[config.mk]
export PLATFORM = sky130hd
export DESIGN_NAME = input_conditioner
export DESIGN_NICKNAME = d
export VERILOG_FILES = /design/src/rtl/input_conditioner.sv
export SDC_FILE = /design/constraint.sdc
export NUM_CORES = 1
export LEC_CHECK = 0
export BUFFER_PORTS_ARGS = -buffer_cell sky130_fd_sc_hd__buf_4
export CORE_ASPECT_RATIO = 1.25
export CORE_MARGIN = 2
export CORE_UTILIZATION = 47
export DETAILED_ROUTE_END_ITERATION = 7
export PLACE_DENSITY_LB_ADDON = 0.1
export SYNTH_ARGS = -nofsm -noshare
export SYNTH_HDL_FRONTEND = slang
export SYNTH_SLANG_ARGS = --single-unit
export TNS_END_PERCENT = 20
[constraint.sdc]
create_clock -name Clk -period 2.6 [get_ports Clk]
set_clock_uncertainty 0.2 [all_clocks]
set_input_delay 0.39 -clock Clk [delete_from_list [all_inputs] [get_ports Clk]]
set_output_delay 0.39 -clock Clk [all_outputs]
set_load 0.1 [all_outputs]
[src/rtl/input_conditioner.sv]
// Switch/key input conditioner: two-flop synchronizer, four-state debounce FSM,
// edge pulses, a toggle level and a modulo-256 count of accepted rising edges.
module input_conditioner #(
  parameter int DEBOUNCE_CYCLES = 16
) (
  input  logic       Clk,
  input  logic       Reset,
  input  logic       D_raw,
  output logic       Q,
  output logic       Rise,
  output logic       Fall,
  output logic       Toggle,
  output logic [7:0] Count
);

  localparam int CNT_W = (DEBOUNCE_CYCLES > 2) ? $clog2(DEBOUNCE_CYCLES) : 1;
  localparam logic [CNT_W-1:0] CNT_MAX = CNT_W'(DEBOUNCE_CYCLES - 1);

  typedef enum logic [1:0] {
    IDLE_LOW,
    WAIT_HIGH,
    IDLE_HIGH,
    WAIT_LOW
  } state_t;

  state_t           state_q, state_d;
  logic [CNT_W-1:0] cnt_q, cnt_d;
  logic             sync1_q, sync1_d;
  logic             sync2_q, sync2_d;
  logic             q_q, q_d;
  logic             rise_q, rise_d;
  logic             fall_q, fall_d;
  logic             toggle_q, toggle_d;
  logic [7:0]       count_q, count_d;

  always_comb begin
    sync1_d = D_raw;
    sync2_d = sync1_q;
    state_d = state_q;
    cnt_d   = cnt_q;

    case (state_q)
      IDLE_LOW: begin
        if (sync2_q) begin
          state_d = WAIT_HIGH;
          cnt_d   = '0;
        end
      end
      WAIT_HIGH: begin
        if (!sync2_q) begin
          state_d = IDLE_LOW;
        end else if (cnt_q == CNT_MAX) begin
          state_d = IDLE_HIGH;
        end else begin
          cnt_d = cnt_q + CNT_W'(1);
        end
      end
      IDLE_HIGH: begin
        if (!sync2_q) begin
          state_d = WAIT_LOW;
          cnt_d   = '0;
        end
      end
      WAIT_LOW: begin
        if (sync2_q) begin
          state_d = IDLE_HIGH;
        end else if (cnt_q == CNT_MAX) begin
          state_d = IDLE_LOW;
        end else begin
          cnt_d = cnt_q + CNT_W'(1);
        end
      end
      default: begin
        state_d = IDLE_LOW;
        cnt_d   = '0;
      end
    endcase

    // Outputs are decoded from the next state so Q moves on the accepting edge.
    q_d      = (state_d == IDLE_HIGH) || (state_d == WAIT_LOW);
    rise_d   = q_d & ~q_q;
    fall_d   = ~q_d & q_q;
    toggle_d = toggle_q ^ rise_d;
    count_d  = count_q + {7'd0, rise_d};
  end

  always_ff @(posedge Clk) begin
    if (Reset) begin
      state_q  <= IDLE_LOW;
      cnt_q    <= '0;
      sync1_q  <= 1'b0;
      sync2_q  <= 1'b0;
      q_q      <= 1'b0;
      rise_q   <= 1'b0;
      fall_q   <= 1'b0;
      toggle_q <= 1'b0;
      count_q  <= 8'd0;
    end else begin
      state_q  <= state_d;
      cnt_q    <= cnt_d;
      sync1_q  <= sync1_d;
      sync2_q  <= sync2_d;
      q_q      <= q_d;
      rise_q   <= rise_d;
      fall_q   <= fall_d;
      toggle_q <= toggle_d;
      count_q  <= count_d;
    end
  end

  assign Q      = q_q;
  assign Rise   = rise_q;
  assign Fall   = fall_q;
  assign Toggle = toggle_q;
  assign Count  = count_q;

endmodule

=== Word-level counts from Yosys, hierarchy flattened ===
Cells that the tools add are included.

* Memory bits (read-only): 0
* Memory bits (writable): 0
* Word-level logic and storage cells: 42
* Register bits: 20
* Output and inout bits: 12
* Bits of input ports: 3
* Latch bits: 0
* Memories: 0

* Bitwise operators: 5
* Shifts and indexed selects: 0
* Reduce and logical (&&, ||, !) cells: 3
* $add $sub $neg: 2
* Eq/ne operators: 10
* Div/mod/pow operators: 0
* Magnitude comparators: 0
* Multiply operators: 0
* Multiplexer cells: 13

{| class="wikitable"
|+ Operators with widths
! kind !! count
|-
| $mux W4 || 5
|-
| $pmux W4 S4 || 1
|-
| $mux W2 || 6
|-
| $add A8 B1 Y8 || 1
|-
| $eq A2 B2 Y1 const B || 4
|-
| $ne A2 B2 Y1 const B || 4
|-
| $pmux W2 S4 || 1
|-
| $add A4 B1 Y4 const B || 1
|-
| $eq A4 B4 Y1 const B || 1
|-
| $reduce_and A4 Y1 || 1
|-
| $and A1 B1 Y1 || 2
|-
| $eq A2 B1 Y1 const B || 1
|-
| $logic_not A2 Y1 || 1
|-
| $not A1 Y1 || 2
|-
| $logic_or A1 B1 Y1 || 1
|-
| $xor A1 B1 Y1 || 1
|}

=== Depth between registers and ports, before layout ===
Gate-level depths: netlist (run 1).

* Word-level depth: 8
* Mapped depth: 8
* Depth with buffers taken out: 8

=== Worst setup path after synthesis (run 1) ===
No wires, ideal clock.

* Kind: flip-flop to flip-flop
* From: register q_q (netlist: Q)
* To: register count_q[6] (netlist: Count[6])
* Setup slack: 0.203 ns
* Cell stages (with the launch flop): 8
* Path buffers: 0
* Required time: 2.329 ns
* Arrival: 2.127 ns
* Setup time: 0.071 ns
* Path through: dfxtp_1 -> nand2b_1 -> mux2i_1 -> ha_1 -> ha_1 -> nand3_1 -> or3_1 -> a21oi_1

* Word-level cells in the longest chain between the ends: 3

{| class="wikitable"
|+ Ends and longest elaborated chain
! item !! RTL line !! source
|-
| from (decl) || 30 || <nowiki>logic q_q, q_d;</nowiki>
|-
| from (signal assigned) || 103 || <nowiki>q_q <= q_d;</nowiki>
|-
| $not A1 Y1 || 81 || <nowiki>rise_d = q_d & ~q_q;</nowiki>
|-
| $and A1 B1 Y1 || 81 ||
|-
| net rise_d || 31 || <nowiki>logic rise_q, rise_d;</nowiki>
|-
| $add A8 B1 Y8 || 84 || <nowiki>count_d = count_q + {7'd0, rise_d};</nowiki>
|-
| to (signal assigned) || 107 || <nowiki>count_q <= count_d;</nowiki>
|-
| to (decl) || 34 || <nowiki>logic [7:0] count_q, count_d;</nowiki>
|}

The timed path passes the listed nets, and every way through them passes these cells.
A chain may end at the register's enable or synchronous reset.

=== Worst setup path in the final report (run 1) ===
* From: register cnt_q[0]
* To: register count_q[6] (netlist: Count[6])

* Word-level cells in the longest chain between the ends: 8

{| class="wikitable"
|+ Ends and longest elaborated chain
! item !! RTL line !! source
|-
| from (decl) || 27 || <nowiki>logic [CNT_W-1:0] cnt_q, cnt_d;</nowiki>
|-
| from (signal assigned) || 100 || <nowiki>cnt_q <= cnt_d;</nowiki>
|-
| $eq A4 B4 Y1 (*) || 52, 67 ||
|-
| $mux W2 (on tied branches) || 67, 52 ||
|-
| $mux W2 (on tied branches) || 65, 50 ||
|-
| $pmux W2 S4 (*) || 42 || <nowiki>case (state_q)</nowiki>
|-
| $eq A2 B2 Y1 || 80 || <nowiki>q_d = (state_d == IDLE_HIGH) || (state_d == WAIT_LOW);</nowiki>
|-
| $logic_or A1 B1 Y1 (*) || 80 ||
|-
| $and A1 B1 Y1 (*) || 81 ||
|-
| net rise_d || 31 ||
|-
| $add A8 B1 Y8 (*) || 84 ||
|}

The timed path passes the listed nets; every way through them passes the cells marked *.

==> impl_metrics.ini, run 1 <==
[setup_path]
worstPathArrival_ns = 2.44
critPathMaxFanout = 5
cp-end-kind = flop
r2r_cells = 8
cp_slowest_cell = dfxtp_1
slowest_delay_ns = 0.37
worstPathRequired_ns = 2.62
cp_cell_sequence = ha_2 > and4_4 > mux2i_2 > ha_2 > ha_1 > nand3_1 > or3_1 > a21oi_1
path_class = flop to flop
startpoint_type = flop
cp-startpoint = cnt_q[0]
r2r_start = cnt_q[0]
reg2reg_slack_ns = 0.18
cpMostUsedCell = ha_2
r2r_end = Count[6]
crit_end = Count[6]

[min_path]
hp-class = input port to flop

[timing]
setup-violations-final = 0
tightestPinTransition_ns = 0.3601
timing.final.crit_share_pct = 93.09
final-hold-violation-count = 0
rsz0062_at_grt = no
worst_slack_ns = 0.1798
min_period_ns = 2.420
setup_tns_ns = 0
slew_headroom_pct = 75.91
drv_slew = 0
max_freq_ghz = 0.4132

[die]
core_area_um2 = 1582
dieArea_um2 = 2026
rows = 16
ioPinCount = 15
die_h_um = 49.83
die_width_um = 40.66
start_util_pct = 49.92

[place]
numPlacedInstances = 110
placed_area_um2 = 909.6
gp_congestion = 0.7075
post-place-ws_ns = 0.1950
hpwl_um = 1019
port_buffers = 14

[synthesis]
netlist_instances = 80
ys_async_sr_fraction_pct = 0
yosysWarnings = 0
synthFlopType = dfxtp_1
syn_nets = 86
netlist_top_cells_area = dfxtp_1 51%, ha_1 4.8%, a21oi_1 4.4%
synth.largest_area_cell = dfxtp_1
synth_edf_count = 0
synth_cell_types = 27
syn_avg_cell_area_um2 = 9.869
synth_top_area_share_pct = 50.71
seq_area_frac_synth_pct = 50.71
ys_ff_latch = 20
syn-cell-area_um2 = 789.5

[clocking]
htreeDepth = 1
ctsResizeCount = 0
numCtsBuffers = 3
cts_tree = yes
clk_latency_ns = 0.28
clkSinkCount = 20
postCtsSetupRepairBufs = 0
cts_buffer_depth = 2
cts_root_buf = clkbuf_4
clk_pin_slew_ns = 0.10
hold_buffers = 0

[routing]
top_layer = met4
wl_met2_um = 733
drc = 0
via_per_inst = 5.416
wl_met1_um = 562
ant_nets = 0
drt_iter0_markers = 6
wl_per_cell_um = 11.92
route.met3.wl_um = 35
dr_total_vias = 612
wl_um = 1347
first_pass_iters = 3

[global_route]
grt_max_degree = 22
grt_usage_pct = 16.70
antenna_found_initial = 0
grt_overflow = 0
grt_pass1_wl_um = 2366
grt_pass1_vias = 609

[cells_and_area]
layoutNonFillerInstCount = 113
drive_above_1_share_pct = 25.26
synthToLayoutAreaGrowth_pct = 19.18
final_area_um2 = 940.9
fin_util_pct = 59.49
nets = 103
fillers = 148
insertedDiodeCount = 0

[status]
status = finished clean

[power]
powerDensity_nw_per_um2 = 484.9
leakagePower_nw = 0.3806
ir_drop_uv = 385.9

[run]
maxCapViolCount = 0
-- power breakdown --
part            total, W  leakage [nW]  switching [W]  internal [W]
Clock           0.000135        0.0138      0.0000808     0.0000537
Combinational  0.0000121         0.205     0.00000747    0.00000462
Sequential      0.000310         0.162     0.00000147      0.000308
-- registers in the layout, indices dropped and copies added, names as in the netlist --
register,flops
state_q,2
cnt_q,4
Q,1
Rise,1
Toggle,1
Fall,1
sync1_q,1
sync2_q,1
Count,8
-- cell usage after synthesis (2+ instances only) --
cell type  number
xnor2_1         2
dfxtp_1        20
nand2_1         4
nor3_1          2
o21ai_0         5
xor2_1          3
nor2_1          6
clkbuf_1        2
nand4_1         2
a21oi_1         7
mux2i_1         2
ha_1            3
a211oi_1        2
or4_1           2
nand2b_1        2
nor2b_1         5
-- layout by cell type, fill, tap and decap left out, types with 2 or more instances in the layout --
master	n
or4_1	2
o21ai_0	5
buf_4	14
nand2b_1	2
a211oi_1	2
a21oi_1	7
nor2b_1	5
clkbuf_4	3
dfxtp_1	20
nor2_1	6
xnor2_1	2
nand4_1	2
ha_2	2
xor2_1	3
nand2_1	4
nor3_1	2
-- kinds of logic (layout without fill, tap and decap cells) --
family,after synthesis,after routing,share of synthesized area (%)
multiplexers,3,3,3.962
flip-flops,20,20,50.71
AO/OA/AOI/OAI,16,16,11.57
XOR/XNOR,5,5,5.548
AND/OR/NAND/NOR,30,30,22.03
adder cells (fa/ha/maj),3,3,4.755
buffers and inverters,3,18,1.426
-- cell type report --
type	instances	area [um^2]	area share, %
Clock buffer	3	22.52	2.394
Inverter	1	3.754	0.3989
Multi-Input combinational cell	57	386.6	41.09
Sequential cell	20	400.4	42.55
Tap cell	18	22.52	2.394
Timing Repair Buffer	14	105.1	11.17
-- how the worst min path moves through the flow --
stage                     startpoint  endpoint  cells after the start
after floorplan              sync1_q   sync2_q                      1
after global placement       sync1_q   sync2_q                      1
after detailed placement     sync1_q   sync2_q                      1
after CTS                      D_raw   sync1_q                      2
after global routing           D_raw   sync1_q                      2
final                          D_raw   sync1_q                      2
-- critical path, delay by kind of cell, from the launching register on --
kind / cells / cell delay (ns)
compound gates: 1 / 0.14
fa+ha+maj: 3 / 0.62
flops: 1 / 0.37
mux: 1 / 0.25
simple gates: 3 / 0.76
-- metal layers --
metal	vias up	GRT usage (%)
met5	-	0
met4	0	8.333
met3	2	2.703
met2	6	30.16
met1	289	16.67
li1	315	-
-- per-stage QoR --
step / total power [W] / hold WS, ns
floorplan: 0.0003244 / 0.2138
global placement: 0.0003287 / 0.2342
detailed placement: 0.0003287 / 0.2368
CTS: 0.0004655 / 0.1006
global route: 0.0004779 / 0.1402
finish: 0.0004562 / 0.1131
Power figures use the tool's default switching activity.
==> run 2, diff against run 1 <==
Settings changed: CORE_ASPECT_RATIO 1.25 to unset, MAX_ROUTING_LAYER set to met4.
==> run 2 against run 1 <==
Sequential share of layout area up 0.52 points. Largest power group unchanged. Core utilization up 0.81 points. Critical path type unchanged. Clock-buffer cell count unchanged. Fmax up 0.79%. Sequential power about the same.
==> impl_metrics.ini, run 2 (synthesis results as in run 1) <==
[setup_path]
path_class = flop to flop
crit_end = Count[6]
reg2reg_slack_ns = 0.20
cp-startpoint = cnt_q[0]
startpoint_type = flop
worstPathArrival_ns = 2.44
cp-end-kind = flop
cp_cell_sequence = ha_1 > and4_4 > mux2i_1 > ha_1 > ha_1 > nand3_1 > or3_1 > a21oi_1
worstPathRequired_ns = 2.64
r2r_start = cnt_q[0]
r2r_end = Count[6]
cp_slowest_cell = dfxtp_1
slowest_delay_ns = 0.37
r2r_cells = 8
critPathMaxFanout = 5
cpMostUsedCell = ha_1

[routing]
wl_per_cell_um = 12.23
drc = 0
wl_um = 1357
via_per_inst = 5.505
dr_total_vias = 611
first_pass_iters = 4
drt_iter0_markers = 19
ant_nets = 0

[timing]
max_freq_ghz = 0.4164
drv_slew = 0
setup-violations-final = 0
min_period_ns = 2.401
hold_ws_ns = 0.1012
rsz0062_at_grt = no
final-hold-violation-count = 0
slew_headroom_pct = 76.84
timing.final.crit_share_pct = 92.36
setup_tns_ns = 0
tightestPinTransition_ns = 0.3463

[clocking]
htreeDepth = 1
clk_latency_ns = 0.29
cts_buffer_depth = 2
clk_pin_slew_ns = 0.11
cts_root_buf = clkbuf_4
hold_buffers = 0
numCtsBuffers = 3
postCtsSetupRepairBufs = 0
cts_tree = yes
ctsResizeCount = 0
clkSinkCount = 20

[power]
ir_drop_uv = 297.1
powerDensity_nw_per_um2 = 501.6
leakagePower_nw = 0.3847

[min_path]
hp-class = input port to flop

[die]
dieArea_um2 = 2024
rows = 14
ioPinCount = 15
core_area_um2 = 1541
start_util_pct = 51.22
die_width_um = 44.99
die_h_um = 44.99

[place]
hpwl_um = 953.5
gp_congestion = 0.7601
port_buffers = 14

[global_route]
grt_usage_pct = 15.75
antenna_found_initial = 0
grt_overflow = 0
grt_max_degree = 22
grt_pass1_wl_um = 2208
grt_pass1_vias = 533

[cells_and_area]
mostFrequentLayoutCell = dfxtp_1
synthToLayoutAreaGrowth_pct = 17.75
largest_reg_flops = 8
nets = 103
drive_above_1_share_pct = 22.11
insertedDiodeCount = 0
mostFrequentLayoutCells = 20 x dfxtp_1, 14 x buf_4, 7 x a21oi_1

[run]
maxCapViolCount = 0

[status]
status = finished clean
[run 2: cell counts in the layout (fill, tap and decap cells not counted)]
Identical to the previous run, type by type.
[run 2: layer usage]
layer  global-route usage [%]  share of wire (%)  vias up
met1                    19.85                 47      280
li1                         -                  -      316
met5                        -                  0        -
met2                    23.14                 48       13
met3                    4.800                4.9        2
met4                    7.059               0.59        0
[run 2: cell type report]
| type | instances | area, um^2 |
|---|---|---|
| well taps | 16 | 20.02 |
| clock buffers | 3 | 22.52 |
| repair buffers | 14 | 105.1 |
| multi-input cells | 57 | 377.9 |
| flip-flops and latches | 20 | 400.4 |
| fillers | 145 | 611.8 |
| inverters | 1 | 3.754 |
[run 2: worst min-delay path by stage]
stage	end	depth (start not counted)	slack, ns	from
floorplan	sync2_q	1	0.21	sync1_q
global placement	sync2_q	1	0.22	sync1_q
detailed placement	sync2_q	1	0.25	sync1_q
CTS	sync1_q	2	0.1	D_raw
global route	sync1_q	2	0.1	D_raw
finish	sync1_q	2	0.10	D_raw
[run 2: worst max-delay path, delay by kind of cell (launching register included)]
family | cells | cell delay [ns]
compound gates | 1 | 0.13
fa+ha+maj | 3 | 0.64
flops | 1 | 0.37
simple gates | 3 | 0.74
mux | 1 | 0.26
[run 2: stage by stage]
step	std cells	cell area [um^2]	setup WS (ns)	util [%]	total power [W]
after floorplan	80	789.5	0.2027	-	0.0003244
after global placement	108	907.1	0.2862	58.85	0.0003284
after detailed placement	108	907.1	0.2242	58.85	0.0003288
after CTS	111	929.6	0.1895	60.31	0.0004704
after global routing	111	929.6	0.02452	60.31	0.0004842
final	111	929.6	0.1987	60.31	0.0004663
[run 2: power breakdown]
| group | internal (W) | switching (W) | total (W) | leakage (nW) |
|---|---|---|---|---|
| sequential | 0.000308 | 0.00000160 | 0.000310 | 0.162 |
| combinational | 0.00000459 | 0.00000724 | 0.0000118 | 0.209 |
| clock | 0.0000539 | 0.0000907 | 0.000145 | 0.0138 |
==> run 3, diff against run 2 <==
Settings changed: ABC_AREA set to 1.
==> run 3 against run 2 <==
Clock power is 23% higher. Clock-buffer cell count is 1 higher. Critical endpoint unchanged. Synthesized cell count is 34% higher. Routed wire length is 5.7% higher. Critical path depth is 4 higher. Worst setup slack better by 0.25 ns. Highest routed layer unchanged. Die area is 9.6% higher.
==> impl_metrics.ini, run 3 <==
[status]
status = finished clean

[power]
leakagePower_nw = 0.4462
ir_drop_uv = 346.4
powerDensity_nw_per_um2 = 486.7

[cells_and_area]
insertedDiodeCount = 0
fillers = 165
nets = 130
synthToLayoutAreaGrowth_pct = 18.77
layoutNonFillerInstCount = 148
drive_above_1_share_pct = 30.08
mostFrequentLayoutCell = dfxtp_1
largest_reg_flops = 8
mostFrequentLayoutCells = 20 x dfxtp_1, 15 x inv_1, 14 x buf_4
final_area_um2 = 1037

[run]
maxCapViolCount = 0

[timing]
setup-violations-final = 0
max_freq_ghz = 0.4650
setup_tns_ns = 0
rsz0062_at_grt = no
hold_ws_ns = 0.08913
tightestPinTransition_ns = 0.2906
worst_slack_ns = 0.4495
drv_slew = 0
final-hold-violation-count = 0
timing.final.crit_share_pct = 82.71
slew_headroom_pct = 80.48
min_period_ns = 2.150

[setup_path]
worstPathRequired_ns = 2.59
slowest_delay_ns = 0.39
r2r_start = cnt_q[0]
path_class = flop to flop
worstPathArrival_ns = 2.14
cp_cell_sequence = ha_1 > nand2_4 > nor2_4 > nand2_1 > nand3_2 > inv_1 > ha_1 > ha_1 > nand3_1 > nor2_1 > a21oi_1 > nor3_1
cp_slowest_cell = dfxtp_1
startpoint_type = flop
cp-startpoint = cnt_q[0]
critPathMaxFanout = 4
cpMostUsedCell = ha_1
cp-end-kind = flop

[synthesis]
netlist_top_cells_area = dfxtp_1 46%, inv_1 6.4%, nor2_1 5.2%
yosysWarnings = 0
synth_common_cells = 20 x dfxtp_1, 15 x inv_1, 12 x nor2_1
ys_ff_latch = 20
seq_area_frac_synth_pct = 45.85
netlist_instances = 107
yosysMostFrequentCell = dfxtp_1
synth_edf_count = 0
synth_top_area_share_pct = 45.85
syn_avg_cell_area_um2 = 8.162
synth_cell_types = 25
ys_async_sr_fraction_pct = 0
syn-cell-area_um2 = 873.3
synthFlopType = dfxtp_1
syn_nets = 113
synth.largest_area_cell = dfxtp_1

[min_path]
hold_start = D_raw
hp-class = input port to flop

[routing]
drt_iter0_markers = 11
via_per_inst = 4.568
dr_total_vias = 676
ant_nets = 0
wl_um = 1434
first_pass_iters = 4
wl_per_cell_um = 9.689
drc = 0

[place]
numPlacedInstances = 144
placed_area_um2 = 1001
port_buffers = 14
gp_congestion = 0.7200
post-place-ws_ns = 0.4744
hpwl_um = 1098

[global_route]
grt_overflow = 0
antenna_found_initial = 0
grt_pass1_vias = 585
grt_usage_pct = 16.86
grt_pass1_wl_um = 2490
grt_max_degree = 17

[die]
die_width_um = 47.11
ioPinCount = 15
die_h_um = 47.11
rows = 15
start_util_pct = 50.04
dieArea_um2 = 2219
core_area_um2 = 1745

[clocking]
postCtsSetupRepairBufs = 0
cts_root_buf = clkbuf_4
clkSinkCount = 20
htreeDepth = 1
cts_tree = yes
cts_buffer_depth = 2
numCtsBuffers = 3
clk_latency_ns = 0.30
ctsResizeCount = 0
hold_buffers = 0
clk_pin_slew_ns = 0.11
==> run 3: cell types whose count changed after synthesis, moves of 5 or more <==
cell,delta
inv_1,+14
nand2_1,+6
nand2_2,+7
nand3_1,+6
nor2_1,+6
nor2b_1,-5
==> run 3: layout make-up <==
cell class / instances / area (um^2) / share of cell area (%)
Sequential cell: 20 / 400.4 / 38.60
Clock buffer: 4 / 36.28 / 3.498
Tap cell: 25 / 31.28 / 3.016
Inverter: 18 / 70.07 / 6.755
Timing Repair Buffer: 14 / 105.1 / 10.13
Multi-Input combinational cell: 67 / 394.1 / 38.00
==> run 3: power breakdown <==
group          internal, W  switching (W)
clock network    0.0000853      0.0000940
registers         0.000308     0.00000136
logic           0.00000503      0.0000110
total             0.000399       0.000106
==> run 3: per-stage QoR <==
step,util (%),power [W]
floorplan,-,0.0003284
global placement,57.35,0.0003324
detailed placement,57.35,0.0003327
CTS,59.43,0.0005070
global route,59.43,0.0005285
finish,59.43,0.0005049
==> run 3: logic make-up (layout without fill, tap and decap cells) <==
group	after synthesis	count (layout)	share of synthesized area (%)
xor gates and xnor gates	2	2	2.006
AOI/OAI and AO/OA	15	15	10.17
and+or+nand+nor	47	47	28.65
adders and majority gates	3	3	4.298
DFF	20	20	45.84
buffers and inverters	20	36	9.025
==> run 3: worst paths after layout <==
kind         endpoint  slack (ns)  depth (start not counted)
max          Count[6]        0.45                         12
min           sync1_q        0.09                          3
max reg2reg  Count[6]        0.45                         12
min reg2reg   sync2_q        0.21                          2
==> run 3: routing by layer <==
metal / wire length, um / part of all wire [%] / vias to the layer above / track usage, %
met5: 0 / 0 / - / -
met4: 25 / 1.7 / 0 / 8.333
met3: 57 / 4.0 / 4 / 3.462
met2: 559 / 39 / 14 / 21.92
met1: 792 / 55 / 290 / 24.35
li1: - / - / 368 / -
==> run 3: worst max-delay path, delay by kind of cell (launching register included) <==
kind	cells	cell delay, ns
buffers and inverters	1	0.05
and+or+nand+nor	7	0.66
adders and majority gates	3	0.62
AOI/OAI and AO/OA	1	0.12
DFF	1	0.39
